==> src/rtl/addr_req_pkg.sv <==
// Shared types and helpers for the address-request queue.
// Every pointer in this block is at most 4 bits wide (DEPTH <= 16).
package addr_req_pkg;

    localparam int ADDR_W_DEFAULT = 32;

    typedef logic [31:0] addr_t;

    typedef struct packed {
        logic  valid;
        addr_t address;
    } addr_req_t;

    // The last slot is DEPTH-1, which need not be a power of two,
    // so the wrap to 0 is an explicit compare.
    function automatic logic [3:0] ptr_wrap_inc(input logic [3:0] ptr, input int unsigned depth);
        if (32'(ptr) == depth - 32'd1) begin
            return 4'd0;
        end
        return ptr + 4'd1;
    endfunction

endpackage

==> src/rtl/addr_req_queue_ram.sv <==
// Storage for the request queue: DEPTH x ADDR_W registers,
// one synchronous write port and one asynchronous read port.
module addr_req_queue_ram #(
    parameter int ADDR_W = 32,
    parameter int DEPTH  = 2,
    parameter int PTR_W  = 1
) (
    input  logic              clk_i,
    input  logic              we_i,
    input  logic [PTR_W-1:0]  waddr_i,
    input  logic [ADDR_W-1:0] wdata_i,
    input  logic [PTR_W-1:0]  raddr_i,
    output logic [ADDR_W-1:0] rdata_o
);

    logic [ADDR_W-1:0] mem_q [DEPTH];

    // NOTE: the array has no reset. The valid flag comes from the pointers,
    // so stale contents are never presented as valid data.
    always_ff @(posedge clk_i) begin
        if (we_i) begin
            mem_q[waddr_i] <= wdata_i;
        end
    end

    assign rdata_o = mem_q[raddr_i];

endmodule

==> src/rtl/addr_req_queue.sv <==
// Decoupling FIFO between the address-request arbiter and its consumer.
// Optional checkers: define ADDR_REQ_QUEUE_ASSERT_EN.
module addr_req_queue
    import addr_req_pkg::*;
#(
    parameter int ADDR_W = ADDR_W_DEFAULT,
    parameter int DEPTH  = 2,
    parameter int PIPE   = 0,
    parameter int FLOW   = 0
) (
    input  logic                       clock,
    input  logic                       reset,
    input  logic                       io_enq_valid,
    input  logic [ADDR_W-1:0]          io_enq_bits_address,
    output logic                       io_enq_ready,
    input  logic                       io_deq_ready,
    output logic                       io_deq_valid,
    output logic [ADDR_W-1:0]          io_deq_bits_address,
    output logic [$clog2(DEPTH+1)-1:0] io_count
);

    localparam int PTR_W   = (DEPTH > 1) ? $clog2(DEPTH) : 1;
    localparam int CNT_W   = $clog2(DEPTH + 1);
    localparam bit PIPE_EN = (PIPE != 0);
    localparam bit FLOW_EN = (FLOW != 0);

    logic [PTR_W-1:0]  enq_ptr_q, enq_ptr_d;
    logic [PTR_W-1:0]  deq_ptr_q, deq_ptr_d;
    logic              maybe_full_q, maybe_full_d;

    logic              ptr_match;
    logic              empty;
    logic              full;
    logic              do_enq;
    logic              do_deq;
    logic              bypass;
    logic              enq_fire;
    logic              deq_fire;
    logic [ADDR_W-1:0] ram_rdata;
    logic [CNT_W-1:0]  count;

    assign ptr_match = (enq_ptr_q == deq_ptr_q);
    assign empty     = ptr_match & ~maybe_full_q;
    assign full      = ptr_match &  maybe_full_q;

    assign io_enq_ready = ~full | (PIPE_EN & io_deq_ready);
    assign io_deq_valid = ~empty | (FLOW_EN & io_enq_valid);

    assign do_enq = io_enq_valid & io_enq_ready;
    assign do_deq = io_deq_valid & io_deq_ready;

    // When empty in flow mode, a dequeue can only fire together with the
    // enqueue it passes through, so the storage is left untouched.
    assign bypass   = FLOW_EN & empty & do_deq;
    assign enq_fire = do_enq & ~bypass;
    assign deq_fire = do_deq & ~bypass;

    assign io_deq_bits_address = (FLOW_EN && empty) ? io_enq_bits_address : ram_rdata;

    addr_req_queue_ram #(
        .ADDR_W (ADDR_W),
        .DEPTH  (DEPTH),
        .PTR_W  (PTR_W)
    ) u_ram (
        .clk_i   (clock),
        .we_i    (enq_fire),
        .waddr_i (enq_ptr_q),
        .wdata_i (io_enq_bits_address),
        .raddr_i (deq_ptr_q),
        .rdata_o (ram_rdata)
    );

    // NOTE: every signal driven here takes a default first, so no path
    // through the block leaves it unassigned and no latch is inferred.
    always_comb begin
        enq_ptr_d    = enq_ptr_q;
        deq_ptr_d    = deq_ptr_q;
        maybe_full_d = maybe_full_q;
        if (enq_fire) begin
            enq_ptr_d = PTR_W'(ptr_wrap_inc(4'(enq_ptr_q), DEPTH));
        end
        if (deq_fire) begin
            deq_ptr_d = PTR_W'(ptr_wrap_inc(4'(deq_ptr_q), DEPTH));
        end
        if (enq_fire != deq_fire) begin
            maybe_full_d = enq_fire;
        end
    end

    // NOTE: state registers use non-blocking assignments only, so every
    // register samples the pre-edge values of its neighbours.
    always_ff @(posedge clock or negedge reset) begin
        if (!reset) begin
            enq_ptr_q    <= '0;
            deq_ptr_q    <= '0;
            maybe_full_q <= 1'b0;
        end else begin
            enq_ptr_q    <= enq_ptr_d;
            deq_ptr_q    <= deq_ptr_d;
            maybe_full_q <= maybe_full_d;
        end
    end

    // Occupancy from registered state only; the wrapped case adds DEPTH back.
    always_comb begin
        count = '0;
        if (ptr_match) begin
            count = maybe_full_q ? CNT_W'(DEPTH) : '0;
        end else if (deq_ptr_q < enq_ptr_q) begin
            count = CNT_W'(enq_ptr_q) - CNT_W'(deq_ptr_q);
        end else begin
            count = CNT_W'(DEPTH) + CNT_W'(enq_ptr_q) - CNT_W'(deq_ptr_q);
        end
    end

    assign io_count = count;

`ifdef ADDR_REQ_QUEUE_ASSERT_EN
    a_no_enq_when_full: assert property (@(posedge clock) disable iff (!reset)
        (do_enq && full) |-> (PIPE_EN && do_deq));

    a_count_in_range: assert property (@(posedge clock) disable iff (!reset)
        io_count <= CNT_W'(DEPTH));

    a_enq_hold: assert property (@(posedge clock) disable iff (!reset)
        (io_enq_valid && !io_enq_ready) |=>
            (io_enq_valid && $stable(io_enq_bits_address)));

    a_deq_hold: assert property (@(posedge clock) disable iff (!reset)
        (io_deq_valid && !io_deq_ready) |=>
            (io_deq_valid && $stable(io_deq_bits_address)));
`else
    // Default build: no checkers, same ports and behaviour.
`endif

endmodule

==> config.mk <==
export PLATFORM = sky130hd
export DESIGN_NAME = addr_req_queue
export DESIGN_NICKNAME = d
export VERILOG_FILES = /design/src/rtl/addr_req_pkg.sv /design/src/rtl/addr_req_queue_ram.sv /design/src/rtl/addr_req_queue.sv
export SDC_FILE = /design/constraint.sdc
export NUM_CORES = 1
export LEC_CHECK = 0
export CAP_MARGIN = 20
export CORE_MARGIN = 1.5
export CORE_UTILIZATION = 48
export DETAILED_ROUTE_END_ITERATION = 8
export PLACE_DENSITY = 0.8
export RECOVER_POWER = 25
export SYNTH_ARGS = -nofsm -noshare
export SYNTH_HDL_FRONTEND = slang
export SYNTH_HIERARCHICAL = 1
export SYNTH_SLANG_ARGS = --single-unit
==> constraint.sdc <==
create_clock -name clock -period 3.6 [get_ports clock]
set_clock_uncertainty 0.15 [all_clocks]
set_input_delay 0.36 -clock clock [delete_from_list [all_inputs] [get_ports clock]]
set_output_delay 0.36 -clock clock [all_outputs]
set_load 0.01 [all_outputs]
==> results summary <==
The flow ran to the end, and the final reports show no timing, DRC or antenna violations. For this design the total switching power over the nets is 0.798 mW. The overall routing resource usage is 0.157. Total power for the finished layout comes to approximately 2.9 mW. The area growth from synthesis to layout is 35.7%. Setup repair after global routing left no endpoint under its margin. The sum of overflow across all layers after global routing came out at 0. Counting flops and latches in the post-synthesis netlist gives 67. Of the total power, the share spent switching nets is 0.279. The required time of the critical path came out at ~3.1 ns. The total half-perimeter wirelength after legalization and detailed placement is approximately 3000 um. STA classifies the critical path endpoint as an output port. Counting cells, the worst reg-to-reg path comes to 5.

The count of buffers added on input and output ports is 71. In the final design database the tool counted 240 nets. For the final routed database, the setup TNS stands at 0 ns.

The fraction of final layout cells sized beyond drive strength 1 is 0.239. The initial core utilization came out at 0.510. The min-delay analysis places its worst path in the category input pin to asynchronous set/reset pin. Derived from the worst setup path, the maximum achievable clock frequency is 361 MHz. The async set-reset flop share out of synthesis is 0.0448. The fraction of post-synthesis cell area in the top cell type by area came out at 0.724.

The post-cts repair resize count came out at 0. The final antenna diode count came out at 0. The clock-pin slew on the worst setup and hold paths is approximately 0.07 ns. The final number of hold-violating endpoints came to 0. TritonCTS built the clock tree.

Dividing the final minimum period by the clock period gives 0.770. In this run the tightest slew margin relative to its limit is 0.361. The total area inside the core boundary comes to 5200 um2. Dividing the detail-routed via count by the number of cells gives 4.83. The layout has between 300 and 400 filler cells. The critical path in this run is classified as flop to output port. The commonest cells after synthesis are 64 x sky130_fd_sc_hd__edfxtp_1, 30 x sky130_fd_sc_hd__mux2_4, 5 x sky130_fd_sc_hd__inv_1, 4 x sky130_fd_sc_hd__o21ai_0. Routability-driven placement finished with a final weighted congestion of 0.683. The wire length of the first global-routing pass is 6820 um.

The routed layout has 1348 vias. The register area is approximately 2000 um2. Dividing the synthesized area by the synthesized cell count gives 21.4 um2.

around 70 I/O pins were placed. The clock tree buffer depth came out at 2. The share of total power dissipated in the clock network is 0.200.

The count of flip-flops with a built-in enable after synthesis is 64. The die height came out at roughly 77 um. The number of global-route vias before repair is 1386. By instance count, the leading cell after synthesis is sky130_fd_sc_hd__edfxtp_1. The count of pins over their slew limit was 0.

The biggest fanout along the worst timing path came out at 19. The width of the chip is 77.4 um. Post-CTS timing repair inserted 0 buffers for setup. Of the total power, combinational logic draws 0.385. CTS saw between 60 and 70 sinks. The number of nets with antenna violations after detailed routing came out at 0. The H-tree depth is 3. The number of design rule violations left after detail routing is 0. The final setup violation count is 0. The most used flip-flop cell after synthesis is sky130_fd_sc_hd__edfxtp_1. Walking the worst path, the cells encountered are buf_4 > mux2_4 > clkdlybuf4s50_1. The number of nets handed over by synthesis was between 150 and 200. In the final routed layout, each cell accounts on average for 15.4 um. The time the final worst path needs with I/O delays and setup is 2.77 ns. Counting every instance in the synthesized netlist gives about 120. The longest individual stage delay on the worst path is 0.67 ns. The count of hold buffers inserted by post-cts repair came out at 0.

The slew of the pin with the lowest slew margin came out at 0.956 ns. The first routing iteration left between 70 and 80 violations. The reported leakage power is 1.33 nW. In this run, CTS created clock tree buffers numbering 9. The cell sitting at the root of the clock tree is a sky130_fd_sc_hd__clkbuf_8. The post-synthesis cell type with the largest combined area is sky130_fd_sc_hd__edfxtp_1. The fraction of the yosys area taken by sequential cells is 0.752.

Of the total power, registers draw 0.415. The number of antenna violations at the first check in global routing is 0. The worst IR drop on VDD came out at 0.000480 V.

In the post-synthesis netlist, the biggest area contributors are sky130_fd_sc_hd__edfxtp_1 72%, sky130_fd_sc_hd__mux2_4 17%, sky130_fd_sc_hd__dfrtp_1 2.8%. The die area is approximately 6000 um2. The largest net degree at the start of global routing is 33.

The worst setup path is launched from a flop. The count of synthesis-stage warnings from yosys came out at 6. The number of max-cap violations came out at 0.

The synthesized netlist occupies a cell area of 2660 um2. The internal power contribution is between 2 and 2.5 mW. The clock reaches the later pin of the worst-skew pair after 0.33 ns. Summing all multi-input logic gate instances after layout gives 576 um2. The final layout contains routed wiring with a total length of 4300 um. The number of optimization iterations in the first detailed-route pass came out at 4. For this design, the slowest cell found on the critical path is sky130_fd_sc_hd__dfrtp_2. The floorplan row count is 26. The distinct cell type count after synthesis is 17. The total power divided by cell area is 793 nW/um2. The arrival time of data at the critical path endpoint came out at between 2 and 2.5 ns.
## worst max-delay path, delay by kind of cell (launching register included)
kind	cells	cell delay, ns
buffers and inverters	2	0.92
flip-flops	1	0.67
multiplexers	1	0.33
## kinds of logic (layout without fill, tap and decap cells)
logic type      after synthesis  in the layout  share of synthesized area
flops                        67             67                      0.752
buf+inv                       9             94                     0.0339
mux                          32             32                      0.178
xor+xnor                      1              1                    0.00330
simple gates                  8              8                     0.0160
compound gates                7              7                     0.0165
## stage by stage
step           cells  hold WS, ns  setup slack, ns  area (um2)  utilization
4_1_cts          279       0.0506            0.791        3600        0.692
5_1_grt          279        0.131            0.742        3600        0.692
6_report         279        0.129            0.828        3600        0.692
2_1_floorplan    124      -0.0856            0.732        2660            -
3_3_place_gp     263        0.404             1.20        3420        0.657
3_5_place_dp     263        0.421             1.14        3420        0.657
## final timing paths
| kind | start | slack, ns | end |
|---|---|---|---|
| worst max-delay path | deq_ptr_q$_DFFE_PN0P_ | 0.83 | io_deq_bits_address[25] |
| worst min-delay path | reset | 0.13 | maybe_full_q$_DFFE_PN0P_ |
| worst max register to register | deq_ptr_q$_DFFE_PN0P_ | 1.16 | u_ram/mem_q[0][18]$_DFFE_PP_ |
| worst min register to register | maybe_full_q$_DFFE_PN0P_ | 0.49 | enq_ptr_q$_DFFE_PN0P_ |
| max in group asynchronous | reset | 2.99 | deq_ptr_q$_DFFE_PN0P_ |
| min in group clock | io_enq_bits_address[29] | 0.46 | u_ram/mem_q[0][29]$_DFFE_PP_ |
## power groups by stage
stage / sequential [mW] / clock, mW / combinational, mW
final: 1.19 / 0.573 / 1.10
after global routing: 1.20 / 0.621 / 1.17
after CTS: 1.19 / 0.587 / 1.12
after detailed placement: 1.20 / 0 / 1.12
after global placement: 1.19 / 0 / 1.10
after floorplan: 1.15 / 0 / 0.701
## layout make-up
type	instances	share of cell area
Clock inverter	6	0.0156
Sequential cell	67	0.555
Timing Repair Buffer	73	0.205
Clock buffer	10	0.0354
Multi-Input combinational cell	48	0.160
Inverter	5	0.00521
Tap cell	70	0.0243
## metal layers
metal | vias to the layer above | share of wire | global-route usage
met3 | 4 | 0.069 | 0.0518
li1 | 635 | - | -
met4 | 0 | 0.0091 | 0.0764
met1 | 649 | 0.42 | 0.188
met5 | - | 0 | 0
met2 | 60 | 0.50 | 0.255
## cell usage in the layout (no fill, tap or decap)
master,netlist,routed
sky130_fd_sc_hd__clkbuf_8,0,9
sky130_fd_sc_hd__dfrtp_1,3,2
sky130_fd_sc_hd__clkdlybuf4s50_1,0,49
sky130_fd_sc_hd__edfxtp_1,64,64
sky130_fd_sc_hd__clkinv_4,0,1
sky130_fd_sc_hd__o21ai_2,1,1
sky130_fd_sc_hd__clkinv_1,0,2
sky130_fd_sc_hd__clkinv_2,0,2
sky130_fd_sc_hd__o211ai_1,1,1
sky130_fd_sc_hd__buf_4,0,1
sky130_fd_sc_hd__o21ai_0,4,4
sky130_fd_sc_hd__nand2_1,3,3
sky130_fd_sc_hd__nor2b_1,2,1
sky130_fd_sc_hd__dfrtp_2,0,1
sky130_fd_sc_hd__mux2_4,30,30
sky130_fd_sc_hd__nor2b_4,0,1
sky130_fd_sc_hd__xnor2_1,1,1
sky130_fd_sc_hd__or2b_1,1,1
sky130_fd_sc_hd__nand3_1,1,1
sky130_fd_sc_hd__mux2_2,2,2
sky130_fd_sc_hd__and2_1,1,1
sky130_fd_sc_hd__clkbuf_1,0,1
sky130_fd_sc_hd__a22oi_1,1,1
sky130_fd_sc_hd__buf_12,3,1
sky130_fd_sc_hd__dlygate4sd3_1,0,22
sky130_fd_sc_hd__inv_1,5,5
sky130_fd_sc_hd__bufinv_16,0,1
## sequential cells by signal (all words and copies together), names as in the netlist
signal and count:
enq_ptr_q 1, deq_ptr_q 1, u_ram/mem_q 64, maybe_full_q 1
No activity file was read; power rests on OpenSTA's default activity.
==> RTL change 1: new RTL, config.mk and constraints unchanged <==
`PIPE`: 0 -> 1.
--- a/src/rtl/addr_req_queue.sv
+++ b/src/rtl/addr_req_queue.sv
@@ -5,7 +5,7 @@
 #(
     parameter int ADDR_W = ADDR_W_DEFAULT,
     parameter int DEPTH  = 2,
-    parameter int PIPE   = 0,
+    parameter int PIPE   = 1,
     parameter int FLOW   = 0
 ) (
     input  logic                       clock,
Behaviour: not the same (Yosys sat finds a counterexample within 4 cycles, from zero or initial values and one cycle with reset low).
==> RTL change 1 against the unedited design <==
Total power fell by 16%; synthesized area rose by 0.90%; routed wire length increased by 6.6%; maximum frequency down 3.1%; sequential cell count did not move; sequential share of layout area is 0.077 points higher; worst setup slack lost 0.088 ns; final area fell by 0.14%.
==> RTL change 1: results (changes against the unedited design) <==
.. list-table::
   :header-rows: 1

   * - Metric
     - Value
   * - Fin crit share
     - 79.44% (+2.4 points)
   * - Internal reg-to-reg setup slack
     - 1.07 ns (-0.09 ns)
   * - Met3 track utilization from global routing
     - 5.765% (+0.59 points)
   * - Met2 Use GR
     - 25.91% (+0.39 points)
   * - Static leakage power
     - 1.319 nW (-0.99%)
   * - Worst setup slack before clock tree synthesis
     - 0.9349 ns (-0.2015 ns)
   * - IR Drop Worst-Case VDD
     - 0.0003498 V (-27%)
   * - Arrival time of data at the critical path endpoint
     - 2.35 ns (+0.09 ns)
   * - Cell depth of the worst flop-to-flop path
     - 3 (-2)
   * - Max stage delay on crit path
     - 0.76 ns (+0.09 ns)
   * - Routed length on met3
     - 307 um (+4.1%)
   * - Post-Synthesis Cells
     - 122 (-1.6%)
   * - Worst hold margin
     - 0.1441 ns (+0.01488 ns)
   * - Layout cells sized above 1
     - 23.67% (-0.25 points)
   * - Routed wirelength normalized by instance count
     - 16.42 um (+6.6%)
   * - Register area share after synthesis
     - 74.54% (-0.67 points)
   * - Global Route Usage Sum
     - 16.59% (+0.91 points)
   * - Number of global-route vias before repair
     - 1544 (+11%)
   * - Via density
     - 4.878 (+0.96%)
   * - Main area contributors after synthesis
     - edfxtp_1, mux2_4, dfrtp_1
   * - Synthesized Nets
     - 158 (-1.3%)
   * - Met1 GRT Util
     - 20.55% (+1.8 points)
   * - CP endpoint
     - io_deq_bits_address[4]
   * - Peak fanout along the critical path
     - 21 (+2)
   * - Status
     - completed
   * - HPWL reported at the end of detailed placement
     - 3183 um (+5.4%)
   * - Worst Tran Pin Value
     - 0.9235 ns (-0.03260 ns)
==> RTL change 1: power breakdown <==
group | internal (W) | switching (W)
Clock | 0.000243 | 0.000250
Combinational | 0.000504 | 0.000310
Sequential | 0.00100 | 0.0000861
==> RTL change 1: cell families (layout without fill, tap and decap cells) <==
| kind of cell | count (synthesis) | count (layout) | share of synthesized area [%] |
|---|---|---|---|
| AND/OR/NAND/NOR | 11 | 11 | 2.663 |
| buffers and inverters | 7 | 92 | 3.083 |
| flip-flops | 67 | 67 | 74.54 |
| multiplexers | 32 | 32 | 17.66 |
| AO/OA/AOI/OAI | 4 | 4 | 1.448 |
| XOR/XNOR | 1 | 1 | 0.6074 |
==> RTL change 1: final cells by class <==
class / instances / area, um2
Inverter: 3 / 11.26
Tap cell: 72 / 90.09
Multi-Input combinational cell: 48 / 606.8
Clock buffer: 12 / 135.1
Timing Repair Buffer: 73 / 738.2
Fill cell: 365 / 1842
Clock inverter: 4 / 17.52
Sequential cell: 67 / 1998
==> RTL change 2: new RTL, config.mk and constraints unchanged <==
Made on the original files. Put a register stage on the output `io_count`, with the module's reset. The value now appears one clock later. The other outputs are not delayed to match.
--- a/src/rtl/addr_req_queue.sv
+++ b/src/rtl/addr_req_queue.sv
@@ -113,7 +113,13 @@
         end
     end
 
-    assign io_count = count;
+    always_ff @(posedge clock or negedge reset) begin
+        if (!reset) begin
+            io_count <= '0;
+        end else begin
+            io_count <= count;
+        end
+    end
 
 `ifdef ADDR_REQ_QUEUE_ASSERT_EN
     a_no_enq_when_full: assert property (@(posedge clock) disable iff (!reset)
Check against the original RTL: not equivalent (Yosys sat finds a counterexample within 4 cycles, from zero or initial values and one cycle with reset low).
==> RTL change 2 against the unedited design <==
Final cell count up 1.1%; via count rose by 2.4%; routed wire length is 13% higher; final area grew 1.9%; total power rose by 4.9%; sequential cell count increased by 2; synthesized area is 1.8% higher; worst setup slack got worse by 0.059 ns; sequential share of layout area is 0.30 points higher; largest power group unchanged; highest routed layer unchanged.
==> RTL change 2: results (changes against the unedited design) <==
.. list-table::
   :header-rows: 1

   * - Metric
     - Value
   * - Status
     - completed
   * - Post-cts sizing count
     - 0 (unchanged)
   * - Commonest cells in the netlist
     - edfxtp_1, mux2_4, dfrtp_1, inv_1
   * - Worst reg2reg endpoint
     - u_ram/mem_q[0][24]
   * - Cell depth of the worst flop-to-flop path
     - 5 (unchanged)
   * - Maximum number of pins on one net before global-route repair
     - 33 (unchanged)
   * - Cell area after placement
     - 0.003457 mm2 (+1.1%)
   * - Rel. slew slack
     - 36.70% (+0.58 points)
   * - Synthesized Nets
     - 161 (+0.63%)
   * - Critical register-to-register path startpoint
     - deq_ptr_q
   * - Share of total power consumed by net switching
     - 28.04% (+0.11 points)
   * - Core utilization of the finished layout
     - 67.10% (-2.1 points)
   * - Main area contributors after synthesis
     - edfxtp_1, mux2_4, dfrtp_1
   * - Layout cells sized above 1
     - 25.71% (+1.8 points)
   * - Clock insertion delay at the later pin of the skew report
     - 0.33 ns (about the same)
   * - Hold Crit Class
     - in2async
   * - Internal reg-to-reg setup slack
     - 1.10 ns (-0.06 ns)
   * - First-iteration detailed-routing DRC count
     - 100 (+30%)
   * - Global Route Usage Sum
     - 17.16% (+1.5 points)
   * - Static leakage power
     - 1.364 nW (+2.4%)
   * - Category of the most critical setup path
     - reg2out
   * - Sequential power share
     - 40.9% (-0.6 points)
   * - Number of inserted diodes
     - 0 (unchanged)
   * - Total Nets Final
     - 241 (+0.42%)
   * - TritonCTS buffer count
     - 9 (unchanged)
   * - Count of flip-flops with a built-in enable after synthesis
     - 64 (unchanged)
   * - Number of global-route vias before repair
     - 1479 (+6.7%)
   * - WL final
     - 4879 um (+13%)
   * - YS warnings
     - 6 (unchanged)
   * - Peak fanout along the critical path
     - 20 (+1)
   * - Vias
     - 1381 (+2.4%)
   * - Top Registers
     - u_ram/mem_q x64, io_count x2
   * - Cell at the root of the clock tree
     - clkbuf_8
   * - CP endpoint
     - io_deq_bits_address[30]
   * - Total of fill cells in the finished design
     - 396 (+12%)
   * - Internal power
     - 0.002157 W (+4.7%)
   * - IR Drop Worst-Case VDD
     - 0.0004585 V (-4.4%)
   * - Buffer count from post-CTS setup fixing
     - 0 (unchanged)
   * - Reg with most FFs
     - u_ram/mem_q
   * - Number of antenna violations at the first check in global routing
     - 0 (unchanged)
   * - Weighted congestion at the end of routability-driven global placement
     - 0.7210 (+5.5%)
   * - Proportion of power drawn by combinational gates
     - 36.6% (-1.9 points)
   * - Unique cell type count in the Yosys netlist
     - 19 (+2)
   * - Register area share after synthesis
     - 75.71% (+0.49 points)
   * - Number of port buffers
     - 71 (unchanged)
   * - Clock slew at the register clock pins of the worst setup and hold paths
     - 0.07 ns (about the same)
   * - Post-synthesis async set-or-reset flop share
     - 7.246% (+2.8 points)
   * - H-tree levels
     - 3 (unchanged)
   * - Clock tree buffer depth
     - 2 (unchanged)
   * - Global-route wire length before repair
     - 7424 um (+8.8%)
   * - Number of optimization iterations in the first detailed-route pass
     - 4 (unchanged)
   * - HPWL reported at the end of detailed placement
     - 3304 um (+9.4%)
==> RTL change 2: area by class of cell <==
class | instances | area share (%)
clock buffers | 10 | 3.475
clock inverters | 6 | 2.385
inverters | 6 | 0.6133
multi-input cells | 46 | 15.54
flip-flops and latches | 69 | 55.78
well taps | 72 | 2.453
repair buffers | 73 | 19.76
==> RTL change 2: kinds of logic (layout without fill, tap and decap cells) <==
| family | Yosys count | in the layout | share of synthesized area [%] |
|---|---|---|---|
| buffers and inverters | 10 | 95 | 3.471 |
| flip-flops | 69 | 69 | 75.71 |
| multiplexers | 32 | 32 | 17.49 |
| XOR/XNOR | 1 | 1 | 0.3240 |
| AO/OA/AOI/OAI | 8 | 8 | 1.990 |
| AND/OR/NAND/NOR | 5 | 5 | 1.019 |
==> RTL change 2: worst max-delay path: stages, from the launching register on <==
cell and delay (ns):
dfrtp_2 0.70, buf_4 0.43, mux2_2 0.37, clkdlybuf4s50_1 0.48
==> RTL change 2: metal layers <==
layer  vias to the layer above  part of all wire (%)  GRT usage (%)
li1                        640                     -              -
met1                       682                    39          18.91
met2                        52                    53          28.61
met3                         7                   7.0          7.093
met4                         0                   1.4          8.571
met5                         -                     0              0
==> RTL change 2: per-stage QoR <==
| step | setup slack, ns | hold slack (ns) | std cells |
|---|---|---|---|
| floorplan | 0.7940 | -0.08559 | 125 |
| global placement | 1.147 | 0.3873 | 266 |
| detailed placement | 1.068 | 0.4137 | 266 |
| CTS | 0.7264 | 0.09299 | 282 |
| global route | 0.6695 | 0.1810 | 282 |
| finish | 0.7690 | 0.1710 | 282 |
